===== config.mk =====
export PLATFORM = sky130hd
export DESIGN_NAME = decode_operand_stage_flat
export DESIGN_NICKNAME = d
export VERILOG_FILES = /design/src/rtl/cpu_pkg.sv /design/src/rtl/decode_operand_stage_if.sv /design/src/rtl/operand_bypass_mux.sv /design/src/rtl/decode_operand_stage.sv /design/src/flat_wrapper.sv
export SDC_FILE = /design/constraint.sdc
export NUM_CORES = 1
export LEC_CHECK = 0
export CORE_AREA = 2 2 148 150
export CTS_BUF_LIST = sky130_fd_sc_hd__clkbuf_4 sky130_fd_sc_hd__clkbuf_8
export CTS_CLUSTER_SIZE = 12
export DETAILED_ROUTE_END_ITERATION = 12
export DIE_AREA = 0 0 150 152
export PLACE_DENSITY = 0.81
export SETUP_SLACK_MARGIN = 0.4
export SYNTH_ARGS = -nofsm -noshare
export SYNTH_HDL_FRONTEND = slang
export SYNTH_SLANG_ARGS = --single-unit

===== constraint.sdc =====
create_clock -name clk -period 1.8 [get_ports clk]
set_input_delay 0.27 -clock clk [delete_from_list [all_inputs] [get_ports clk]]
set_output_delay 0.27 -clock clk [all_outputs]
set_load 0.02 [all_outputs]

===== src/rtl/cpu_pkg.sv =====
// Shared MIPS decode constants and ID-stage FSM state type.
// Source-use decode helpers are shared by the hazard logic.
package cpu_pkg;

   localparam logic [5:0] OP_RTYPE = 6'h00;
   localparam logic [5:0] OP_J     = 6'h02;
   localparam logic [5:0] OP_JAL   = 6'h03;
   localparam logic [5:0] OP_BEQ   = 6'h04;
   localparam logic [5:0] OP_BNE   = 6'h05;
   localparam logic [5:0] OP_LUI   = 6'h0F;
   localparam logic [5:0] OP_SB    = 6'h28;
   localparam logic [5:0] OP_SH    = 6'h29;
   localparam logic [5:0] OP_SW    = 6'h2B;

   localparam int RS_LSB = 21;
   localparam int RT_LSB = 16;

   typedef enum logic {
      RUN   = 1'b0,
      STALL = 1'b1
   } id_state_t;

   function automatic logic uses_rs(input logic [5:0] op);
      return !(op == OP_J || op == OP_JAL || op == OP_LUI);
   endfunction

   function automatic logic uses_rt(input logic [5:0] op);
      return (op == OP_RTYPE || op == OP_BEQ || op == OP_BNE ||
              op == OP_SB    || op == OP_SH  || op == OP_SW);
   endfunction

endpackage


===== src/rtl/decode_operand_stage_if.sv =====
// Fetch->ID and ID->EX valid/ready handshake bundle.
// master drives the stage inputs, slave is the decode stage itself.
interface decode_operand_stage_if #(parameter int DATA_W = 32);

   logic              in_valid;
   logic              in_ready;
   logic [DATA_W-1:0] in_instr;
   logic [DATA_W-1:0] in_pc;
   logic              out_valid;
   logic              out_ready;
   logic [DATA_W-1:0] out_pc;
   logic [DATA_W-1:0] out_instr;
   logic [DATA_W-1:0] out_rs_val;
   logic [DATA_W-1:0] out_rt_val;

   modport master (
      output in_valid, in_instr, in_pc, out_ready,
      input  in_ready, out_valid, out_pc, out_instr, out_rs_val, out_rt_val
   );

   modport slave (
      input  in_valid, in_instr, in_pc, out_ready,
      output in_ready, out_valid, out_pc, out_instr, out_rs_val, out_rt_val
   );

endinterface


===== src/rtl/operand_bypass_mux.sv =====
// Resolves one source operand: $0, then EX bypass, then WB bypass, then RF data.
// Purely combinational; a load in EX never bypasses because its data is not ready.
module operand_bypass_mux #(
   parameter int DATA_W = 32,
   parameter int ADDR_W = 5
) (
   input  logic [ADDR_W-1:0] idx,
   input  logic [DATA_W-1:0] rf_rd,
   input  logic              ex_we,
   input  logic [ADDR_W-1:0] ex_wa,
   input  logic [DATA_W-1:0] ex_wd,
   input  logic              ex_is_load,
   input  logic              wb_we,
   input  logic [ADDR_W-1:0] wb_wa,
   input  logic [DATA_W-1:0] wb_wd,
   output logic [DATA_W-1:0] val
);

   always_comb begin
      val = rf_rd;
      if (idx == '0)
         val = '0;
      else if (ex_we && !ex_is_load && ex_wa == idx)
         val = ex_wd;
      else if (wb_we && wb_wa == idx)
         val = wb_wd;
   end

endmodule


===== src/rtl/decode_operand_stage.sv =====
// MIPS ID stage: operand bypass, load-use stall, ID/EX register. Stall counter under ID_STALL_COUNT_EN.
// Latency 1 cycle accept->out_valid; one bubble per load-use hazard.
// Backpressure: holds everything while out_valid & !out_ready; flush kills held and incoming instr.
module decode_operand_stage
   import cpu_pkg::*;
#(
   parameter int DATA_W = 32,
   parameter int ADDR_W = 5
) (
   input  logic                    clk,
   input  logic                    rst_n,
   decode_operand_stage_if.slave   pipe,
   output logic [ADDR_W-1:0]       rf_ra1,
   output logic [ADDR_W-1:0]       rf_ra2,
   input  logic [DATA_W-1:0]       rf_rd1,
   input  logic [DATA_W-1:0]       rf_rd2,
   input  logic                    ex_we,
   input  logic [ADDR_W-1:0]       ex_wa,
   input  logic [DATA_W-1:0]       ex_wd,
   input  logic                    ex_is_load,
   input  logic                    wb_we,
   input  logic [ADDR_W-1:0]       wb_wa,
   input  logic [DATA_W-1:0]       wb_wd,
   input  logic                    flush,
   output logic [31:0]             stall_count
);

   logic [5:0]        opcode;
   logic [ADDR_W-1:0] rs, rt;
   logic [DATA_W-1:0] rs_val, rt_val;
   logic              hazard, advance, accept;
   id_state_t         state;

   assign opcode = pipe.in_instr[DATA_W-1 -: 6];
   assign rs     = pipe.in_instr[RS_LSB +: ADDR_W];
   assign rt     = pipe.in_instr[RT_LSB +: ADDR_W];
   assign rf_ra1 = rs;
   assign rf_ra2 = rt;

   operand_bypass_mux #(.DATA_W(DATA_W), .ADDR_W(ADDR_W)) u_rs_mux (
      .idx(rs), .rf_rd(rf_rd1),
      .ex_we(ex_we), .ex_wa(ex_wa), .ex_wd(ex_wd), .ex_is_load(ex_is_load),
      .wb_we(wb_we), .wb_wa(wb_wa), .wb_wd(wb_wd), .val(rs_val)
   );

   operand_bypass_mux #(.DATA_W(DATA_W), .ADDR_W(ADDR_W)) u_rt_mux (
      .idx(rt), .rf_rd(rf_rd2),
      .ex_we(ex_we), .ex_wa(ex_wa), .ex_wd(ex_wd), .ex_is_load(ex_is_load),
      .wb_we(wb_we), .wb_wa(wb_wa), .wb_wd(wb_wd), .val(rt_val)
   );

   assign hazard  = pipe.in_valid && ex_we && ex_is_load && (ex_wa != '0) &&
                    ((uses_rs(opcode) && ex_wa == rs) || (uses_rt(opcode) && ex_wa == rt));
   assign advance = !pipe.out_valid || pipe.out_ready;
   assign pipe.in_ready = advance && !hazard && !flush;
   assign accept  = pipe.in_valid && pipe.in_ready;

   always_ff @(posedge clk or negedge rst_n) begin
      if (!rst_n) begin
         state           <= RUN;
         pipe.out_valid  <= 1'b0;
         pipe.out_pc     <= '0;
         pipe.out_instr  <= '0;
         pipe.out_rs_val <= '0;
         pipe.out_rt_val <= '0;
`ifdef ID_STALL_COUNT_EN
         stall_count     <= '0;
`endif
      end else begin
         if (flush) begin
            state          <= RUN;
            pipe.out_valid <= 1'b0;
         end else if (advance) begin
            pipe.out_valid <= accept;
            case (state)
               RUN:     if (hazard) state <= STALL;
               // the load's data now comes via WB; a fresh load in EX re-stalls
               STALL:   state <= hazard ? STALL : RUN;
               default: state <= RUN;
            endcase
`ifdef ID_STALL_COUNT_EN
            if (hazard) stall_count <= stall_count + 32'd1;
`endif
         end
         if (accept) begin
            pipe.out_pc     <= pipe.in_pc;
            pipe.out_instr  <= pipe.in_instr;
            pipe.out_rs_val <= rs_val;
            pipe.out_rt_val <= rt_val;
         end
      end
   end

`ifndef ID_STALL_COUNT_EN
   assign stall_count = 32'd0;
`endif

endmodule


===== src/flat_wrapper.sv =====
// flat-port wrapper written by rule: the top's interface ports become plain ports
module decode_operand_stage_flat import cpu_pkg::*;
#(
   parameter int DATA_W = 32,
   parameter int ADDR_W = 5
)
  (clk, rst_n, rf_ra1, rf_ra2, rf_rd1, rf_rd2, ex_we, ex_wa, ex_wd, ex_is_load, wb_we, wb_wa, wb_wd, flush, stall_count, pipe_in_valid, pipe_in_instr, pipe_in_pc, pipe_out_ready, pipe_in_ready, pipe_out_valid, pipe_out_pc, pipe_out_instr, pipe_out_rs_val, pipe_out_rt_val);
  decode_operand_stage_if #(.DATA_W(DATA_W)) pipe_i ();
  input  logic clk;
  input  logic rst_n;
  output logic [ADDR_W-1:0] rf_ra1;
  output logic [ADDR_W-1:0] rf_ra2;
  input  logic [DATA_W-1:0] rf_rd1;
  input  logic [DATA_W-1:0] rf_rd2;
  input  logic ex_we;
  input  logic [ADDR_W-1:0] ex_wa;
  input  logic [DATA_W-1:0] ex_wd;
  input  logic ex_is_load;
  input  logic wb_we;
  input  logic [ADDR_W-1:0] wb_wa;
  input  logic [DATA_W-1:0] wb_wd;
  input  logic flush;
  output logic [31:0] stall_count;
  input wire logic [$bits(pipe_i.in_valid)-1:0] pipe_in_valid;
  input wire logic [$bits(pipe_i.in_instr)-1:0] pipe_in_instr;
  input wire logic [$bits(pipe_i.in_pc)-1:0] pipe_in_pc;
  input wire logic [$bits(pipe_i.out_ready)-1:0] pipe_out_ready;
  output wire logic [$bits(pipe_i.in_ready)-1:0] pipe_in_ready;
  output wire logic [$bits(pipe_i.out_valid)-1:0] pipe_out_valid;
  output wire logic [$bits(pipe_i.out_pc)-1:0] pipe_out_pc;
  output wire logic [$bits(pipe_i.out_instr)-1:0] pipe_out_instr;
  output wire logic [$bits(pipe_i.out_rs_val)-1:0] pipe_out_rs_val;
  output wire logic [$bits(pipe_i.out_rt_val)-1:0] pipe_out_rt_val;
  assign pipe_i.in_valid = pipe_in_valid;
  assign pipe_i.in_instr = pipe_in_instr;
  assign pipe_i.in_pc = pipe_in_pc;
  assign pipe_i.out_ready = pipe_out_ready;
  assign pipe_in_ready = pipe_i.in_ready;
  assign pipe_out_valid = pipe_i.out_valid;
  assign pipe_out_pc = pipe_i.out_pc;
  assign pipe_out_instr = pipe_i.out_instr;
  assign pipe_out_rs_val = pipe_i.out_rs_val;
  assign pipe_out_rt_val = pipe_i.out_rt_val;
  decode_operand_stage #(.DATA_W(DATA_W), .ADDR_W(ADDR_W)) u_core (.clk(clk), .rst_n(rst_n), .pipe(pipe_i), .rf_ra1(rf_ra1), .rf_ra2(rf_ra2), .rf_rd1(rf_rd1), .rf_rd2(rf_rd2), .ex_we(ex_we), .ex_wa(ex_wa), .ex_wd(ex_wd), .ex_is_load(ex_is_load), .wb_we(wb_we), .wb_wa(wb_wa), .wb_wd(wb_wd), .flush(flush), .stall_count(stall_count));
endmodule

==> results.md <==
- Status: complete, but fails checks
- Failing checks: setup timing
- Synthesized cell area: around 0.008 mm^2
- Maxcap violations: 0
- Syn. warnings: 0
- CP max stage delay: around 400 ps
- P_sw: between 3 and 4 mW
- Critical path's slowest cell: a2111o_1
- Area grow syn2layout: 60.1%
- Library cells used by synthesis: 36
- Cell count after synthesis: 715
- Residual DRC: 0
- Vias in the first global route: approximately 8400
- Die Area: 0.0228 mm^2
- Sequential Power Share: 36.4%
- Die width: around 150 um
- Layout cells sized above 1: 39.2%
- Worst Clk Skew: between 15 and 20 ps
- Initial DRT Pass Iterations: 5
- Layout fillers: approximately 1700
- Critical path required time: approximately 2200 ps
- Routed Antenna Nets: 0
- Total GRT Usage: approximately 29%
- Remaining Overflow, GRT: 0
- Total CTS buffers: 17
- Max frequency: a little under 500 MHz
- Placed Cells: 1340
- Initial antenna violation count: 8
- Final period util: 114%
- Clk sink count: 129
- Worst-path cell chain: buf_2 > buf_4 > xnor2_2 > nand3_2 > a2111o_1 > o2111a_2 > buf_12 > buf_12 > buf_12 > buf_12 > buf_12 > buf_16 > mux2_4
- Seq cells post-synth: ~130
- Sequential-to-total area share from yosys stat: 40.3%
- RSZ-0062 raised after global routing: true
- Clock power frac: around 25%
- Pwr Density: a little over 800 mW/mm^2
- Initial DRC count: 538
- Core Area: 0.0214 mm^2
- P_int: just under 7 mW
- GPL Wtd Cong: between 0.8 and 0.9
- DR vias: around 7900
- Pleak: around 5.6 nW
- Combinational group share of total power: 39.2%
- Max_slew headroom: about 65%
- WS Path Type: in -> reg
- Vias per cell: between 5 and 6
- CP max FO: 7
- Clk_lat worst skew: 450 ps
- Final setup violation count: 130
- Post-DP HPWL: between 20000 and 25000 um
- Switch share: between 30% and 40%
- Final Max Tran Viols: 0
- WP data arrival: between 2000 and 2500 ps
- Fin. Hold Viols: 0
- Post-route minimum period: 2060 ps
- Std cell rows: 54
- DR WL/cell: ~23 um
- Tot Pwr: between 10 and 15 mW
- Delay-heaviest family, CP: buffers and inverters
- Port bufs: roughly 350
- Setup TNS: -19230 ps
- Drt total wl: 33300 um
- Final net count: 1331
- Worst slew pin tran: 527 ps
- Initial core utilization: about 37%
- First-pass GRT wire length: approximately 49000 um
- Most used cell, CP: buf_12
- Largest net degree at the start of global routing: 48
- Syn avg cell area: approximately 11 um^2
- Final std cells w/o fill: 1422
- Crit start category: input port
- Hold WC Path Type: in -> reg
- Clock Tree Buf Depth: 2
- Fin util: 60.0%
- # IOs: roughly 380
- Crit path buf inv count: 8
- Clk root buf: clkbuf_8
- Storage element area: between 0.003 and 0.004 mm^2
- Clk slew on worst S/H paths: around 100 ps
- Multi-input gate area: around 0.0043 mm^2
- Worst Setup Slack, final: -256 ps
- Htree depth: 4
- Crit end category: register
- Chip height: 152 um
- CTS tree: done
- Max VDD drop: approximately 0.38 mV
-- state kept, by name (all words and copies together), names as in the netlist --
| register | cells |
|---|---|
| u_core.pipe.out_rs_val | 32 |
| u_core.pipe.out_instr | 32 |
| u_core.pipe.out_valid | 1 |
| u_core.pipe.out_pc | 32 |
| u_core.pipe.out_rt_val | 32 |
-- cell usage after synthesis --
| cell type | n | share of area (%) |
|---|---|---|
| buf_4 | 43 | 4.0 |
| o211ai_2 | 1 | 0.16 |
| conb_1 | 1 | 0.047 |
| nand3b_1 | 1 | 0.094 |
| o31ai_1 | 64 | 6.0 |
| and4_1 | 2 | 0.22 |
| or4_1 | 1 | 0.094 |
| o2111a_2 | 1 | 0.16 |
| nand4b_1 | 2 | 0.22 |
| mux2_4 | 109 | 20 |
| a211o_1 | 2 | 0.22 |
| nor3_1 | 3 | 0.19 |
| buf_6 | 1 | 0.14 |
| o21ai_0 | 67 | 4.2 |
| buf_8 | 1 | 0.19 |
| dfrtp_1 | 129 | 40 |
| a31oi_1 | 64 | 5.0 |
| a2111o_1 | 1 | 0.14 |
| mux2_2 | 19 | 2.7 |
| nor2_1 | 2 | 0.094 |
| or3_1 | 60 | 4.7 |
| a21oi_1 | 1 | 0.062 |
| buf_12 | 11 | 2.8 |
| or2_2 | 2 | 0.16 |
| clkbuf_1 | 54 | 2.5 |
| a21boi_0 | 1 | 0.094 |
| nand2b_1 | 1 | 0.078 |
| a31o_2 | 1 | 0.11 |
| nand2_1 | 35 | 1.6 |
| xnor2_1 | 19 | 2.1 |
| nand3_1 | 5 | 0.31 |
| xor2_1 | 2 | 0.22 |
| nor3b_1 | 1 | 0.094 |
| inv_1 | 3 | 0.14 |
| nand4_1 | 4 | 0.31 |
| nor2b_1 | 1 | 0.078 |
-- per-stage QoR --
stage	hold slack, ps	instance area (um^2)	setup slack, ps
floorplan	-25.6	8160	-241
finish	210	12800	-256
global placement	257	12000	-841
CTS	223	12900	-229
detailed placement	270	12000	-855
global route	214	12800	-268
-- cells in the final DEF, fill, tap and decap left out, types with 5 or more instances in the layout --
cell type and n:
a31oi_1 63, buf_12 27, buf_16 14, buf_2 112, buf_4 59, buf_6 15
buf_8 5, clkbuf_2 5, clkbuf_8 18, clkdlybuf4s15_2 22, clkdlybuf4s50_1 182, conb_1 32
dfrtp_1 129, diode_2 8, dlygate4sd2_1 19, inv_6 7, mux2_4 128, nand2_1 35
o21ai_0 64, o31ai_1 64, or3_1 60, xnor2_1 10, xnor2_2 9
-- final cells by class --
class                      instances  area share, %
timing repair buffer             466           35.1
antenna                            8          0.156
clock inverter                    14           1.12
clock buffer                      18           1.93
sequential                       129           25.2
inverter                           3         0.0879
multi-input combinational        504           33.7
tap                              280           2.73
-- worst min-delay path: cells and delay by family --
family   cells  cell delay [ps]
mux          1              130
buf+inv      2              240
-- power by group through the flow --
stage	sequential (mW)	clock, mW	combinational, mW
5_1_grt	3.87	2.76	4.31
3_3_place_gp	3.84	0	4.19
3_5_place_dp	3.85	0	4.27
6_report	3.82	2.57	4.11
4_1_cts	3.81	2.61	4.16
2_1_floorplan	4.49	0	1.45
-- layer usage --
| layer | global-route usage [%] | wire length [um] | up-vias | share of wire, % |
|---|---|---|---|---|
| li1 | - | - | 3421 | - |
| met1 | 32.7 | 12300 | 3842 | 37 |
| met2 | 48.8 | 16500 | 498 | 50 |
| met3 | 6.94 | 2900 | 111 | 8.7 |
| met4 | 15.3 | 1550 | 0 | 4.6 |
| met5 | 0 | 0 | - | 0 |
-- cells by family after synthesis --
family	share of synthesized area (%)
compound gates	16.1
buf+inv	9.79
flops	40.3
simple gates	8.27
xor+xnor	2.30
other cells	0.0469
mux	23.1
-- what timing repair did --
action	in CTS	in global routing
setup endpoints to repair	269	167
endpoints found under the hold margin	43	0
gates cloned	11	0
pin swaps	16	11
buffers inserted	24	6
hold buffers	1	0
gates resized for setup	588	58
-- path summary, 6_finish.rpt --
check,slack [ps],startpoint,depth (start not counted),to
max,-260,ex_wa[2],13,u_core.pipe.out_rt_val[4]
min reg2reg,510,u_core.pipe.out_rt_val[26],1,u_core.pipe.out_rt_val[26]
min in group asynchronous,340,rst_n,2,u_core.pipe.out_rs_val[22]
min,210,pipe_in_instr[31],3,u_core.pipe.out_instr[31]
max in group asynchronous,880,rst_n,3,u_core.pipe.out_pc[10]
max reg2reg,-180,u_core.pipe.out_valid,9,u_core.pipe.out_rt_val[4]
Power figures use the tool's default switching activity.
